**src/rtl/arp_pkg.sv**
```systemverilog
// Shared types and constants for the ARP cache controller and its CAM.
package arp_pkg;

    typedef enum logic [2:0] {
        IDLE      = 3'd0,
        SEARCH    = 3'd1,
        TX_REQ    = 3'd2,
        WAIT_TXD  = 3'd3,
        WAIT_RPL  = 3'd4,
        TX_RPL    = 3'd5,
        WAIT_RPLD = 3'd6,
        DONE      = 3'd7
    } arp_state_e;

    typedef struct packed {
        logic        valid;
        logic [31:0] ip;
        logic [47:0] mac;
    } arp_entry_t;

    localparam logic        ARP_OP_REQ    = 1'b0;
    localparam logic        ARP_OP_RPL    = 1'b1;
    localparam logic [47:0] ARP_BCAST_MAC = 48'hffff_ffff_ffff;

    function automatic int idx_w(input int n);
        return (n > 1) ? $clog2(n) : 1;
    endfunction

endpackage

```
**src/rtl/arp_cam.sv**
```systemverilog
// IP->MAC table: parallel search, learn with update/free-slot/round-robin victim.
// Per-entry aging is built only when ARP_CACHE_AGING_EN is defined.
module arp_cam
    import arp_pkg::*;
#(
    parameter int unsigned ENTRIES = 4,
    parameter logic [31:0] AGE_CYC = 32'd3_750_000_000
) (
    input  logic                        clk,
    input  logic                        rst,
    input  logic                        clr_i,
    input  logic                        learn_i,
    input  logic [31:0]                 learn_ip_i,
    input  logic [47:0]                 learn_mac_i,
    input  logic [31:0]                 search_ip_i,
    output logic                        hit_o,
    output logic [idx_w(ENTRIES)-1:0]   idx_o,
    output logic [47:0]                 mac_o
);
    localparam int IW = idx_w(ENTRIES);

    arp_entry_t         tbl_q [ENTRIES];
    logic [IW-1:0]      victim_q;
    logic [ENTRIES-1:0] expire;

    logic               srch_hit, lrn_hit, free_hit, use_victim, byp;
    logic [IW-1:0]      srch_idx, lrn_idx, free_idx, wr_idx;

    always_comb begin
        srch_hit = 1'b0;
        srch_idx = '0;
        lrn_hit  = 1'b0;
        lrn_idx  = '0;
        free_hit = 1'b0;
        free_idx = '0;
        // Descending scan so the lowest matching index wins.
        for (int i = ENTRIES - 1; i >= 0; i--) begin
            if (tbl_q[i].valid && (tbl_q[i].ip == search_ip_i)) begin
                srch_hit = 1'b1;
                srch_idx = IW'(i);
            end
            if (tbl_q[i].valid && (tbl_q[i].ip == learn_ip_i)) begin
                lrn_hit = 1'b1;
                lrn_idx = IW'(i);
            end
            if (!tbl_q[i].valid) begin
                free_hit = 1'b1;
                free_idx = IW'(i);
            end
        end
    end

    assign use_victim = !lrn_hit && !free_hit;
    assign wr_idx     = lrn_hit ? lrn_idx : (free_hit ? free_idx : victim_q);

    // A learn of the searched IP in the same cycle is forwarded as a hit.
    assign byp   = learn_i && !clr_i && (learn_ip_i == search_ip_i);
    assign hit_o = byp || srch_hit;
    assign idx_o = byp ? wr_idx : srch_idx;
    assign mac_o = byp ? learn_mac_i : tbl_q[srch_idx].mac;

    always_ff @(posedge clk or posedge rst) begin
        if (rst) begin
            for (int i = 0; i < ENTRIES; i++) tbl_q[i] <= '0;
            victim_q <= '0;
        end else if (clr_i) begin
            for (int i = 0; i < ENTRIES; i++) tbl_q[i].valid <= 1'b0;
            victim_q <= '0;
        end else begin
            for (int i = 0; i < ENTRIES; i++) begin
                if (expire[i]) tbl_q[i].valid <= 1'b0;
            end
            if (learn_i) begin
                tbl_q[wr_idx] <= '{valid: 1'b1, ip: learn_ip_i, mac: learn_mac_i};
                if (use_victim) begin
                    victim_q <= (victim_q == IW'(ENTRIES - 1)) ? '0 : victim_q + 1'b1;
                end
            end
        end
    end

`ifdef ARP_CACHE_AGING_EN
    localparam int AW = (AGE_CYC > 32'd2) ? $clog2(AGE_CYC) : 1;
    localparam logic [AW-1:0] AGE_LAST = AW'(AGE_CYC - 32'd1);

    logic [AW-1:0] age_q [ENTRIES];

    always_comb begin
        for (int i = 0; i < ENTRIES; i++) begin
            expire[i] = tbl_q[i].valid && (age_q[i] == AGE_LAST);
        end
    end

    always_ff @(posedge clk or posedge rst) begin
        if (rst) begin
            for (int i = 0; i < ENTRIES; i++) age_q[i] <= '0;
        end else begin
            for (int i = 0; i < ENTRIES; i++) begin
                if (clr_i || expire[i] || (learn_i && (wr_idx == IW'(i)))) begin
                    age_q[i] <= '0;
                end else if (tbl_q[i].valid) begin
                    age_q[i] <= age_q[i] + 1'b1;
                end
            end
        end
    end
`else
    assign expire = '0;
`endif

endmodule

```
**src/rtl/arp_cache_ctrl.sv**
```systemverilog
// ARP resolver: cached lookups, request/timeout/retry on miss, auto-reply to requests.
// Entry aging is enabled by defining ARP_CACHE_AGING_EN.
//
// state     | meaning
// IDLE      | nothing in progress; pending reply beats a lookup
// SEARCH    | compare lookup IP against the cache
// TX_REQ    | one-cycle broadcast ARP request trigger
// WAIT_TXD  | wait for request transmit completion
// WAIT_RPL  | reply timer running; retry or fail on expiry
// TX_RPL    | one-cycle ARP reply trigger to latched requester
// WAIT_RPLD | wait for reply transmit completion
// DONE      | one-cycle lookup result strobe
module arp_cache_ctrl
    import arp_pkg::*;
#(
    parameter int unsigned ENTRIES     = 4,
    parameter int unsigned TIMEOUT_CYC = 125_000_000,
    parameter int unsigned RETRY_MAX   = 3,
    parameter logic [31:0] AGE_CYC     = 32'd3_750_000_000
) (
    input  logic        clk,
    input  logic        rst,
    input  logic        lookup_req,
    input  logic [31:0] lookup_ip,
    output logic        lookup_busy,
    output logic        lookup_ack,
    output logic        lookup_hit,
    output logic [47:0] lookup_mac,
    input  logic        arp_rx_done,
    input  logic        arp_rx_type,
    input  logic [47:0] src_mac,
    input  logic [31:0] src_ip,
    output logic        arp_tx_en,
    output logic        arp_tx_type,
    output logic [47:0] des_mac,
    output logic [31:0] des_ip,
    input  logic        tx_done,
    input  logic        cache_clr
);
    localparam int IW = idx_w(ENTRIES);
    localparam int TW = (TIMEOUT_CYC > 2) ? $clog2(TIMEOUT_CYC) : 1;
    localparam logic [TW-1:0] TMR_LOAD = TW'(TIMEOUT_CYC - 1);
    localparam logic [3:0]    ATT_MAX  = 4'(RETRY_MAX);

    arp_state_e    state_q, state_d;
    logic          lk_act_q, lk_got_q, res_hit_q, from_wait_q, rpl_pend_q, tx_type_q;
    logic [31:0]   lk_ip_q, rpl_ip_q, des_ip_q;
    logic [47:0]   res_mac_q, rpl_mac_q, des_mac_q;
    logic [3:0]    att_q;
    logic [TW-1:0] tmr_q;

    logic          cam_hit, lk_accept, rx_match, lk_got, tmr_run;
    logic [IW-1:0] cam_idx;
    logic [47:0]   cam_mac;

    arp_cam #(
        .ENTRIES (ENTRIES),
        .AGE_CYC (AGE_CYC)
    ) u_cam (
        .clk         (clk),
        .rst         (rst),
        .clr_i       (cache_clr),
        .learn_i     (arp_rx_done),
        .learn_ip_i  (src_ip),
        .learn_mac_i (src_mac),
        .search_ip_i (lk_ip_q),
        .hit_o       (cam_hit),
        .idx_o       (cam_idx),
        .mac_o       (cam_mac)
    );

    assign lk_accept = lookup_req && !lk_act_q;
    assign rx_match  = arp_rx_done && (src_ip == lk_ip_q);
    assign lk_got    = lk_got_q || rx_match;
    assign tmr_run   = (state_q == WAIT_RPL) ||
                       (((state_q == TX_RPL) || (state_q == WAIT_RPLD)) && from_wait_q);

    always_ff @(posedge clk or posedge rst) begin
        if (rst) state_q <= IDLE;
        else     state_q <= state_d;
    end

    always_comb begin
        state_d = state_q;
        unique case (state_q)
            IDLE: begin
                if (rpl_pend_q)                 state_d = TX_RPL;
                else if (lk_accept || lk_act_q) state_d = SEARCH;
            end
            SEARCH:   state_d = cam_hit ? DONE : TX_REQ;
            TX_REQ:   state_d = WAIT_TXD;
            WAIT_TXD: if (tx_done) state_d = WAIT_RPL;
            WAIT_RPL: begin
                if (lk_got)              state_d = DONE;
                else if (tmr_q == '0)    state_d = (att_q < ATT_MAX) ? TX_REQ : DONE;
                else if (rpl_pend_q)     state_d = TX_RPL;
            end
            TX_RPL:   state_d = WAIT_RPLD;
            WAIT_RPLD: if (tx_done) state_d = (lk_act_q && from_wait_q) ? WAIT_RPL : IDLE;
            DONE:     state_d = IDLE;
            default:  state_d = IDLE;
        endcase
    end

    always_comb begin
        arp_tx_en  = 1'b0;
        lookup_ack = 1'b0;
        lookup_hit = 1'b0;
        lookup_mac = '0;
        unique case (state_q)
            TX_REQ, TX_RPL: arp_tx_en = 1'b1;
            DONE: begin
                lookup_ack = 1'b1;
                lookup_hit = res_hit_q;
                lookup_mac = res_hit_q ? res_mac_q : '0;
            end
            default: ;
        endcase
    end

    assign lookup_busy = lk_act_q;
    assign arp_tx_type = tx_type_q;
    assign des_mac     = des_mac_q;
    assign des_ip      = des_ip_q;

    always_ff @(posedge clk or posedge rst) begin
        if (rst) begin
            lk_act_q    <= 1'b0;
            lk_got_q    <= 1'b0;
            lk_ip_q     <= '0;
            res_hit_q   <= 1'b0;
            res_mac_q   <= '0;
            att_q       <= '0;
            tmr_q       <= '0;
            from_wait_q <= 1'b0;
            rpl_pend_q  <= 1'b0;
            rpl_mac_q   <= '0;
            rpl_ip_q    <= '0;
            tx_type_q   <= ARP_OP_REQ;
            des_mac_q   <= '0;
            des_ip_q    <= '0;
        end else begin
            if (lk_accept)              lk_act_q <= 1'b1;
            else if (state_q == DONE)   lk_act_q <= 1'b0;

            if (lk_accept) begin
                lk_ip_q   <= lookup_ip;
                lk_got_q  <= 1'b0;
                res_hit_q <= 1'b0;
                res_mac_q <= '0;
            end else if ((state_q == SEARCH) && cam_hit) begin
                res_hit_q <= 1'b1;
                res_mac_q <= cam_mac;
            end else if (lk_act_q && rx_match && (state_q != SEARCH) && (state_q != DONE)) begin
                // Captures a reply that lands while the FSM is busy elsewhere.
                lk_got_q  <= 1'b1;
                res_hit_q <= 1'b1;
                res_mac_q <= src_mac;
            end

            if (state_q == SEARCH)                               att_q <= 4'd1;
            else if ((state_q == WAIT_RPL) && (state_d == TX_REQ)) att_q <= att_q + 4'd1;

            if ((state_q == WAIT_TXD) && tx_done) tmr_q <= TMR_LOAD;
            else if (tmr_run && (tmr_q != '0))    tmr_q <= tmr_q - 1'b1;

            if ((state_q == WAIT_RPL) && (state_d == TX_RPL)) from_wait_q <= 1'b1;
            else if ((state_q == WAIT_RPLD) && tx_done)      from_wait_q <= 1'b0;

            // A new request in the cycle the old one is taken stays pending.
            if (arp_rx_done && (arp_rx_type == ARP_OP_REQ)) begin
                rpl_pend_q <= 1'b1;
                rpl_mac_q  <= src_mac;
                rpl_ip_q   <= src_ip;
            end else if (state_d == TX_RPL) begin
                rpl_pend_q <= 1'b0;
            end

            if (state_d == TX_REQ) begin
                tx_type_q <= ARP_OP_REQ;
                des_mac_q <= ARP_BCAST_MAC;
                des_ip_q  <= lk_ip_q;
            end else if (state_d == TX_RPL) begin
                tx_type_q <= ARP_OP_RPL;
                des_mac_q <= rpl_mac_q;
                des_ip_q  <= rpl_ip_q;
            end
        end
    end

endmodule

```
**config.mk**
```make
export PLATFORM = sky130hd
export DESIGN_NAME = arp_cache_ctrl
export DESIGN_NICKNAME = d
export VERILOG_FILES = /design/src/rtl/arp_pkg.sv /design/src/rtl/arp_cam.sv /design/src/rtl/arp_cache_ctrl.sv
export SDC_FILE = /design/constraint.sdc
export NUM_CORES = 1
export LEC_CHECK = 0
export BUFFER_PORTS_ARGS = -buffer_cell sky130_fd_sc_hd__buf_2
export CAP_MARGIN = 15
export CELL_PAD_IN_SITES_DETAIL_PLACEMENT = 0
export CELL_PAD_IN_SITES_GLOBAL_PLACEMENT = 1
export CORE_ASPECT_RATIO = 0.9
export CORE_MARGIN = 2
export CORE_UTILIZATION = 49
export CTS_CLUSTER_SIZE = 10
export DETAILED_ROUTE_END_ITERATION = 10
export GPL_ROUTABILITY_DRIVEN = 0
export PLACE_DENSITY = 0.82
export REMOVE_ABC_BUFFERS = 1
export SYNTH_ARGS = -nofsm -noshare
export SYNTH_HDL_FRONTEND = slang
export SYNTH_SLANG_ARGS = --single-unit
```
**constraint.sdc**
```tcl
create_clock -name clk -period 24.2 [get_ports clk]
set_clock_uncertainty 0.15 [all_clocks]
set_input_delay 3.63 -clock clk [delete_from_list [all_inputs] [get_ports clk]]
set_output_delay 3.63 -clock clk [all_outputs]
set_load 0.01 [all_outputs]
```
==> out/metrics.yaml <==
final_nets: 2806
path_class: "input pin to register"
cts_tree: "done"
maxCapViolations: 0
synth_top_area_frac: 0.507
crit_path_top_delay_cell: "o21ai_0"
drive_above_1_share: 0.318
n_fill_cell: 5044
drc_errors: 0
async_flop_share: 1.00
wl_per_cell_um: 24.4
synth_flop_cell: "dfrtp_1"
cp_data_required_time_ps: 24540
p_per_area_mw_per_mm2: 114
min-delay-start: "att_q[3]$_DFFE_PP0P_"
cp_max_fo: 42
ys_seq_area_frac: 0.507
swShare: 0.352
routed_wl_um: 85100
grt_usage: 0.270
fmax_mhz: 128
clock_sinks: 606
end_kind: "register"
synth_area_leaders: "dfrtp_1 51%, mux2_2 16%, xnor2_1 4.7%"
cp_cell_sequence: "buf_2, xor2_1, nor4_1, nand4_1, or4_1, a21boi_0, o21ai_0, and2_4, buf_4, mux2_2"
ctsHtreeMaxLevel: 3
drt_iter0_markers: 1770
grt_pass1_vias: 22100
worst_pin_slew_ps: 1200
start_util: 0.498
dieArea_mm2: 0.0631
cts_setup_buffers: 0
synth_area_mm2: 0.0299
worst_r2r_path_depth: 11
synth_top_area_cell: "dfrtp_1"
hold_viol: 0
syn2layout_area_growth_pct: 11.9
p_seq_frac: 0.422
slew_violations: 0
synth_cell_types: 55
slowest_delay_ps: 790
placed_area_mm2: 0.0315
slew_headroom: 0.199
cts_buffers: 71
root_buffer: "clkbuf_16"
hold-path-endpoint: "att_q[3]$_DFFE_PP0P_"
grt_pass1_wl_um: 132000
core_area_mm2: 0.0601
io_buffers: 251
clkLatencyLatePin_ps: 620
switching_power_w: 0.00134
setup_tns_ps: 0
dp_hpwl_um: 53500
postCtsResizedCells: 0
first_pass_iters: 5
path_clk_slew_ps: 50
r2r_slack_ps: 18330
clockBufferDepth: 3
startpoint_type: "input pin"
power.share.clock: 0.248
reg2reg_to: "des_mac[37]$_DFFE_PP0P_"
avgSynthCellArea_um2: 11.7
finalSetupViolCount: 0
rows: 85
internal-power_w: 0.00247
die_y_um: 238
holdPathStages: 1
p_comb_frac: 0.331
detail-route-antenna-nets: 0
overflow: 0
grt_max_degree: 94
antenna_found_initial: 6
cp.arrival_ps: 8150
vias_per_cell: 6.09
ir_worst_vdd_uv: 75.0
cp_top_family: "simple AND/OR/NAND/NOR gates"
postLayoutCellArea_mm2: 0.0335
fin_crit_sh: 0.323
ioPinCount: 252
r2r_start: "lk_ip_q[10]$_DFFE_PP0P_"
power_leakage_nw: 14.7
vias: 21200
ctsHoldBuffers: 0
worst-path-buf-inv: 2
netlist_instances: 2557
period_minus_slack_ps: 7810
finalPower_w: 0.00382
hp-class: "register to register"
synth.yosys.warnings: 0
ys_seq_elements: 606
fin_util: 0.558
synth_edf_count: 0
rsz0062_at_grt: "no"
status: "finished, final reports clean"
die_w_um: 265
## synthesized netlist by cell type (7+ instances only)
master	number
dfrtp_1	606
mux2_2	436
clkbuf_1	171
xnor2_1	159
xor2_1	147
nand2_1	133
nor2_1	79
o21ai_0	71
a21oi_1	57
nand2b_1	52
o211ai_1	52
and3_1	51
a31oi_1	49
o31ai_1	49
a211o_1	48
a2bb2oi_1	48
o31a_1	48
nor4_1	47
buf_2	39
nand4_1	38
mux2_4	27
nor3_1	23
nand3_1	22
inv_1	14
or3_1	10
or4_1	10
buf_1	8
buf_4	7
buf_6	7
## stage by stage
step           hold slack, ps  instances  worst slack (ps)
6_report                  337       3482             16390
5_1_grt                   354       3480             16290
4_1_cts                   339       3478             16450
3_5_place_dp              322       3392             15830
3_3_place_gp              321       3392             15880
2_1_floorplan             305       2325              3450
## metal layers
metal  part of all wire  up-vias  global-route usage  wire [um]
met1               0.43    11000               0.365      36800
li1                   -     9355                   -          -
met2               0.47      725               0.434      40200
met4              0.024        6              0.0875       2070
met5            0.00047        -                   0         40
met3              0.070      133              0.0583       6000
## cell usage in the layout, fill, tap and decap left out, types with 4 or more instances in the layout
cell type    n
dfrtp_1    606
mux2_2     436
buf_2      251
xnor2_1    159
xor2_1     147
nand2_1    130
nor2_1      78
clkbuf_16   73
o21ai_0     70
a21oi_1     57
o211ai_1    52
and3_1      51
nand2b_1    51
o31ai_1     49
a31oi_1     49
o31a_1      48
a2bb2oi_1   48
a211o_1     48
nor4_1      47
nand4_1     38
buf_4       33
mux2_4      27
nor3_1      22
nand3_1     21
inv_1       13
or4_1        9
or3_1        9
clkbuf_1     7
and2_1       5
mux2i_1      5
ha_1         4
## worst register-to-register path: cells and delay by family, from the launching register on
family | cells | cell delay [ps]
XOR/XNOR | 1 | 510
flip-flops | 1 | 500
AND/OR/NAND/NOR | 4 | 2080
buffers and inverters | 3 | 1510
AO/OA/AOI/OAI | 3 | 1010
## area by class of cell
type	count	area (um2)	area share
Clock inverter	4	46.3	0.00138
Multi-Input combinational cell	1704	13800	0.413
Antenna cell	3	7.51	0.000224
Sequential cell	606	15200	0.453
Clock buffer	82	1880	0.0561
Inverter	15	63.8	0.00190
Timing Repair Buffer	285	1530	0.0457
Tap cell	783	980	0.0292
## flip-flops by register name, summed over array words and instances, names as in the netlist
register and cells:
rpl_ip_q 32, res_mac_q 48, u_cam.tbl_q 324, lk_ip_q 32
des_ip 32, lookup_busy 1, att_q 4, rpl_pend_q 1
u_cam.victim_q 2, tmr_q 27, lk_got_q 1, arp_tx_type 1
state_q 3, res_hit_q 1, from_wait_q 1, rpl_mac_q 48
des_mac 48
## logic make-up after synthesis
kind of cell / synth area share
flops: 0.507
simple gates: 0.0839
mux: 0.179
xor+xnor: 0.0895
buf+inv: 0.0352
compound gates: 0.104
fa+ha+maj: 0.00201
## worst max-delay path by stage
stage                    start                           end  slack (ps)  cells past startpoint
CTS                 src_ip[20]  u_cam.tbl_q[277]$_DFFE_PP0P_       16450                     10
floorplan                  rst       arp_tx_type$_DFFE_PP0P_        3450                      1
global placement    src_ip[12]  u_cam.tbl_q[314]$_DFFE_PP0P_       15880                     10
finish              src_ip[20]  u_cam.tbl_q[295]$_DFFE_PP0P_       16390                     10
global route        src_ip[20]  u_cam.tbl_q[260]$_DFFE_PP0P_       16290                     10
detailed placement  src_ip[20]  u_cam.tbl_q[309]$_DFFE_PP0P_       15830                     10
## power groups by stage
stage                     Clock (W)  Sequential [W]  Combinational, W
final                      0.000945         0.00161           0.00126
after global routing        0.00101         0.00165           0.00137
after CTS                  0.000964         0.00160           0.00127
after detailed placement          0         0.00162           0.00126
after global placement            0         0.00160           0.00122
after floorplan                   0         0.00157          0.000865
(Power assumes the default switching activity.)
